**config.mk**
```make
export PLATFORM = sky130hd
export DESIGN_NAME = shiftreg_ctrl
export DESIGN_NICKNAME = d
export VERILOG_FILES = /design/src/rtl/shiftreg_ctrl_pkg.sv /design/src/rtl/shiftreg_ctrl_tick_gen.sv /design/src/rtl/shiftreg_ctrl.sv
export SDC_FILE = /design/constraint.sdc
export NUM_CORES = 1
export LEC_CHECK = 0
export BUFFER_PORTS_ARGS = -buffer_cell sky130_fd_sc_hd__buf_2
export CORE_AREA = 5 5 44 46
export CTS_CLUSTER_SIZE = 16
export DETAILED_ROUTE_END_ITERATION = 8
export DIE_AREA = 0 0 49 51
export PLACE_DENSITY = 0.72
export SLEW_MARGIN = 25
export SYNTH_ARGS = -nofsm -noshare
export SYNTH_HDL_FRONTEND = slang
export SYNTH_SLANG_ARGS = --single-unit
export TNS_END_PERCENT = 1
```
**constraint.sdc**
```tcl
create_clock -name sysclk -period 1.34 [get_ports sysclk]
set_input_delay 0.268 -clock sysclk [delete_from_list [all_inputs] [get_ports sysclk]]
set_output_delay 0.268 -clock sysclk [all_outputs]
set_load 0.01 [all_outputs]
```
**src/rtl/shiftreg_ctrl_pkg.sv**
```systemverilog
// Shared types and parameter limits for the shift-register sequencing controller.
// Latency: n/a (declarations only).
// Backpressure: n/a.
package shiftreg_ctrl_pkg;

    // Controller phases: waiting for a word, serializing bits, final latch period.
    typedef enum logic [1:0] {
        ST_IDLE  = 2'd0,
        ST_SHIFT = 2'd1,
        ST_LATCH = 2'd2
    } state_t;

    // Smallest legal parameter values; below these the timing scheme breaks down.
    localparam int MIN_DIVIDE = 2;
    localparam int MIN_WIDTH  = 1;

endpackage

```
**src/rtl/shiftreg_ctrl_tick_gen.sv**
```systemverilog
// Bit-period divider: counts 0..DIVIDE-1 and flags the wrap cycle on tick.
// Latency: tick is combinational from the count register; clear takes effect next edge.
// Backpressure: none; clr holds the count at zero and suppresses tick.
module tick_gen #(
    parameter int DIVIDE = 5
) (
    input  logic sysclk,
    input  logic rst,
    input  logic clr,
    output logic tick
);

    localparam int                CW   = $clog2(DIVIDE);
    localparam logic [CW-1:0]     LAST = CW'(DIVIDE - 1);

    logic [CW-1:0] cnt_q;
    logic [CW-1:0] cnt_d;

    // Next count: held at zero while cleared, otherwise wraps at DIVIDE-1.
    always_comb begin
        cnt_d = cnt_q;
        if (clr) begin
            cnt_d = '0;
        end else if (cnt_q == LAST) begin
            cnt_d = '0;
        end else begin
            cnt_d = cnt_q + 1'b1;
        end
    end

    // Count register with synchronous reset.
    always_ff @(posedge sysclk) begin
        if (rst) begin
            cnt_q <= '0;
        end else begin
            cnt_q <= cnt_d;
        end
    end

    assign tick = !clr && (cnt_q == LAST);

endmodule

```
**src/rtl/shiftreg_ctrl.sv**
```systemverilog
// Serializes a parallel word into an external shift register using shift_en strobes, then pulses latch.
// Latency: k-th shift_en at N+k*DIVIDE after acceptance at N, latch at N+(WIDTH+1)*DIVIDE; all outputs registered.
// Backpressure: load_ready is low from the cycle after acceptance through the latch cycle. Build option: SHIFTREG_CTRL_LSB_FIRST_EN.
module shiftreg_ctrl
    import shiftreg_ctrl_pkg::*;
#(
    parameter int WIDTH  = 4,
    parameter int DIVIDE = 5
) (
    input  logic             sysclk,
    input  logic             rst,
    input  logic [WIDTH-1:0] load_data,
    input  logic             load_valid,
    output logic             load_ready,
    output logic             shift_en,
    output logic             databit,
    output logic             latch,
    output logic             busy
);

    localparam int            BW       = $clog2(WIDTH + 1);
    localparam logic [BW-1:0] LAST_BIT = BW'(WIDTH - 1);

    // Elaboration-time guard against parameter values the timing cannot support.
    if (WIDTH < MIN_WIDTH) begin : g_bad_width
        $error("shiftreg_ctrl: WIDTH must be at least 1");
    end
    if (DIVIDE < MIN_DIVIDE) begin : g_bad_divide
        $error("shiftreg_ctrl: DIVIDE must be at least 2");
    end

    state_t           state_q, state_d;
    logic [WIDTH-1:0] shadow_q, shadow_d;
    logic [BW-1:0]    bitcnt_q, bitcnt_d;
    logic             load_ready_q, load_ready_d;
    logic             shift_en_q, shift_en_d;
    logic             databit_q, databit_d;
    logic             latch_q, latch_d;
    logic             busy_q, busy_d;

    logic accept;
    logic div_clr;
    logic tick;

    // The divider is held at zero while idle and starts counting in the acceptance
    // cycle, so its first wrap lands one cycle before the first registered strobe.
    tick_gen #(
        .DIVIDE (DIVIDE)
    ) u_tick_gen (
        .sysclk (sysclk),
        .rst    (rst),
        .clr    (div_clr),
        .tick   (tick)
    );

    assign accept = (state_q == ST_IDLE) && load_valid && load_ready_q;

    // Next-state and registered-output decode for the IDLE/SHIFT/LATCH sequence.
    always_comb begin
        state_d      = state_q;
        shadow_d     = shadow_q;
        bitcnt_d     = bitcnt_q;
        load_ready_d = load_ready_q;
        shift_en_d   = 1'b0;
        databit_d    = databit_q;
        latch_d      = 1'b0;
        busy_d       = busy_q;
        div_clr      = 1'b0;

        case (state_q)
            ST_IDLE: begin
                // Also covers the latch cycle (already back in IDLE with ready low),
                // so ready rises exactly one cycle after latch.
                div_clr      = !accept;
                bitcnt_d     = '0;
                load_ready_d = !accept;
                busy_d       = accept;
                if (accept) begin
                    shadow_d = load_data;
                    state_d  = ST_SHIFT;
                end
            end
            ST_SHIFT: begin
                if (tick) begin
                    shift_en_d = 1'b1;
                    bitcnt_d   = bitcnt_q + 1'b1;
`ifdef SHIFTREG_CTRL_LSB_FIRST_EN
                    databit_d  = shadow_q[0];
                    shadow_d   = shadow_q >> 1;
`else
                    databit_d  = shadow_q[WIDTH-1];
                    shadow_d   = shadow_q << 1;
`endif
                    if (bitcnt_q == LAST_BIT) begin
                        state_d = ST_LATCH;
                    end
                end
            end
            ST_LATCH: begin
                if (tick) begin
                    latch_d = 1'b1;
                    state_d = ST_IDLE;
                end
            end
            default: begin
                state_d = ST_IDLE;
            end
        endcase
    end

    // State, datapath and output registers; reset aborts any transfer outright.
    always_ff @(posedge sysclk) begin
        if (rst) begin
            state_q      <= ST_IDLE;
            shadow_q     <= '0;
            bitcnt_q     <= '0;
            load_ready_q <= 1'b0;
            shift_en_q   <= 1'b0;
            databit_q    <= 1'b0;
            latch_q      <= 1'b0;
            busy_q       <= 1'b0;
        end else begin
            state_q      <= state_d;
            shadow_q     <= shadow_d;
            bitcnt_q     <= bitcnt_d;
            load_ready_q <= load_ready_d;
            shift_en_q   <= shift_en_d;
            databit_q    <= databit_d;
            latch_q      <= latch_d;
            busy_q       <= busy_d;
        end
    end

    assign load_ready = load_ready_q;
    assign shift_en   = shift_en_q;
    assign databit    = databit_q;
    assign latch      = latch_q;
    assign busy       = busy_q;

endmodule

```
==> metrics.yaml <==
clocking:
  h-tree-depth: 1
  cts_inserted_buffers: 3
  path_clk_slew_ns: 0.09
  cts_buffer_depth: 2
  clk_latency_ns: 0.28
  cts-root-buf: "clkbuf_4"
  cts_tree: "built"
  cts_sinks: 17
worst_setup_path:
  cp_top_family: "simple AND/OR/NAND/NOR gates"
  worstPathArrival_ns: 1.43
  end_kind: "flop"
  critical_path_buf_inv_count: 1
  critPathSlowestCell: "or3_1"
  critPathKind: "flop to flop"
  critPathMaxStageDelay_ns: 0.37
  crit_chain: "inv_1 > ha_4 > nand4b_4 > or3_1 > o41ai_1"
  crit_path_start_kind: "flop"
  worstPathMaxFanout: 6
  critPathRequiredTime_ns: 1.52
die:
  initial_utilization: 0.5026
  die_x_microns: 49
  core_area_sq_um: 1471
  row_count: 14
  ios: 12
  fp.dieArea_sq_um: 2499
  die_y_microns: 51
sta:
  timing.final.crit_share: 0.9330
  worstMarginPinSlew_ns: 0.2826
  slew_viol_final: 0
  setup_ws_ns: 0.08974
  relSlewSlack: 0.8109
  hold_violations: 0
  fin_setup_tns_ns: 0
  skew_ns: 0.003459
  fmax_mhz: 799.8
  setup_viol: 0
  finalWorstPathRequiredPeriod_ns: 1.250
place:
  gp_congestion: 0.6735
  dpl_cell_area_sq_um: 803.3
  hpwl_microns: 1020
  post-place-ws_ns: 0.008755
  portBuffers: 11
  dp.cells: 102
grt:
  antenna_found_initial: 0
  grt_start_max_net_pins: 15
  grt_pass1_vias: 548
  grt-ovfl-total: 0
  grt_pass1_wl_microns: 2249
  grt_use_total: 0.1148
route:
  avgRoutedWirePerCell_microns: 13.04
  routed_wl_microns: 1395
  drt_pass1_iterations: 4
  drtIter0Drc: 10
  route.detailed.drc: 0
  viasPerCell: 5.449
  ant_nets: 0
  via_count: 583
run:
  drv_cap: 0
yosys:
  synth_nets: 87
  yosysWarnings: 0
  syn_inst: 76
  avgSynthCellArea_sq_um: 9.730
  ys_ff_latch: 17
  synth_area_sq_um: 739.5
  ys_seq_area_frac: 0.4602
  synth.distinct_cells: 26
cells_and_area:
  drive_gt1_frac: 0.2747
  register_area_sq_um: 341.6
  antenna_cells: 0
  syn_to_final_growth_pct: 16.41
  design_area_sq_um: 860.8
  multiInputGateArea_sq_um: 380.4
  fin_nets: 103
  fillCellCount: 131
  finalNonFillerCells: 107
hold_path:
  hold_path.class: "primary input to flop"
power_and_ir_drop:
  vdd_ir_drop_max_v: 0.0006577
  p_leak_nw: 0.3845
  cellPowerDensity_nw_per_um2: 1051
status:
  outcome: "completed"
## worst reg2reg max path, delay by kind of cell (launching register included)
| kind | cells | cell delay, ns |
|---|---|---|
| buffers and inverters | 1 | 0.09 |
| and+or+nand+nor | 2 | 0.51 |
| DFF | 1 | 0.33 |
| adders and majority gates | 1 | 0.17 |
| AOI/OAI and AO/OA | 1 | 0.06 |
## cells by family (layout without fill, tap and decap cells)
logic type      after synthesis  count (layout)  synth area share
buf+inv                       7              22           0.05582
fa+ha+maj                     4               4           0.06768
flops                        17              17            0.4602
simple gates                 33              33            0.2657
mux                           3               3           0.04061
compound gates               12              12            0.1100
## timing repair
item	in CTS	in global routing
resized for setup	1	5
hold buffers	0	0
setup endpoints to repair	3	6
pin swaps	0	2
buffers inserted	0	1
gates cloned	0	0
## synthesized netlist by cell type
library cell / instances / area [sq um]
buf_6: 2 / 22.52
o22a_1: 1 / 8.760
clkbuf_1: 1 / 3.750
nand3b_1: 1 / 7.510
and2_1: 1 / 6.260
o21ai_2: 1 / 8.760
nand2_1: 5 / 18.77
nand4b_2: 1 / 15.01
nor3_1: 5 / 25.02
dfxtp_1: 17 / 340.3
and4bb_4: 1 / 16.27
and4b_1: 1 / 10.01
inv_1: 4 / 15.01
mux2i_1: 3 / 30.03
nor3b_1: 4 / 30.03
or3_1: 1 / 6.260
a21oi_1: 5 / 25.02
a211oi_1: 3 / 22.52
nand4_1: 1 / 6.260
or2_2: 1 / 6.260
nor2_1: 7 / 26.28
o41ai_1: 1 / 8.760
nand3_1: 2 / 10.01
a21o_1: 1 / 7.510
nand2b_1: 2 / 12.51
ha_1: 4 / 50.05
## placed cells by master (no fill, tap or decap)
| master | synthesis | routed |
|---|---|---|
| a211oi_1 | 3 | 3 |
| a21o_1 | 1 | 1 |
| a21oi_1 | 5 | 5 |
| and2_1 | 1 | 1 |
| and4b_2 | 0 | 1 |
| and4bb_4 | 1 | 1 |
| buf_2 | 0 | 11 |
| buf_4 | 0 | 3 |
| clkbuf_1 | 1 | 1 |
| clkbuf_4 | 0 | 3 |
| dfxtp_1 | 17 | 16 |
| dfxtp_2 | 0 | 1 |
| ha_1 | 4 | 3 |
| ha_4 | 0 | 1 |
| inv_1 | 4 | 3 |
| inv_2 | 0 | 1 |
| mux2i_1 | 3 | 3 |
| nand2_1 | 5 | 5 |
| nand2b_1 | 2 | 2 |
| nand3_1 | 2 | 2 |
| nand3b_1 | 1 | 1 |
| nand4_1 | 1 | 1 |
| nand4b_4 | 0 | 1 |
| nor2_1 | 7 | 7 |
| nor3_1 | 5 | 5 |
| nor3b_1 | 4 | 4 |
| o21ai_2 | 1 | 1 |
| o22a_1 | 1 | 1 |
| o41ai_1 | 1 | 1 |
| or2_2 | 1 | 1 |
| or3_1 | 1 | 1 |
## stage by stage
stage | hold slack (ns) | utilization | power, mW
finish | 0.2241 | 0.5850 | 0.9049
global route | 0.2381 | 0.5850 | 0.9548
CTS | 0.2122 | 0.5646 | 0.9086
detailed placement | 0.4435 | 0.5459 | 0.6489
global placement | 0.4411 | 0.5459 | 0.6455
floorplan | 0.3473 | - | 0.6203
## state kept, by name, indices dropped and copies added, names as in the netlist
name              count
bitcnt_q              3
busy                  1
databit               1
latch                 1
load_ready            1
shadow_q              4
shift_en              1
state_q               2
u_tick_gen.cnt_q      3
## power by group
part           total, mW  leakage [nW]  switching, mW  internal (mW)
combinational      0.104         0.231         0.0529         0.0508
clock              0.257        0.0150          0.142          0.115
sequential         0.544         0.139         0.0180          0.526
total              0.905         0.385          0.213          0.692
## path summary, 6_finish.rpt
check	startpoint	end	slack, ns	cells after the start
min	load_data[0]	shadow_q[0]	0.22	3
max	u_tick_gen.cnt_q[1]	bitcnt_q[2]	0.09	5
min reg2reg	databit	databit	0.46	2
max reg2reg	u_tick_gen.cnt_q[1]	bitcnt_q[2]	0.09	5
## area by class of cell
class,instances,share of cell area
Multi-Input combinational cell,52,0.4419
Inverter,4,0.01744
Tap cell,16,0.02326
Timing Repair Buffer,14,0.09012
Clock buffer,4,0.03052
Sequential cell,17,0.3968
## routing by layer
| layer | track usage | vias up | share of wire | wire [microns] |
|---|---|---|---|---|
| met5 | 0 | - | 0 | 0 |
| met4 | 0.05381 | 0 | 0.0093 | 13 |
| met3 | 0.03779 | 2 | 0.059 | 82 |
| met2 | 0.1848 | 17 | 0.43 | 604 |
| met1 | 0.1385 | 262 | 0.50 | 694 |
| li1 | - | 302 | - | - |
(Power assumes the default switching activity.)
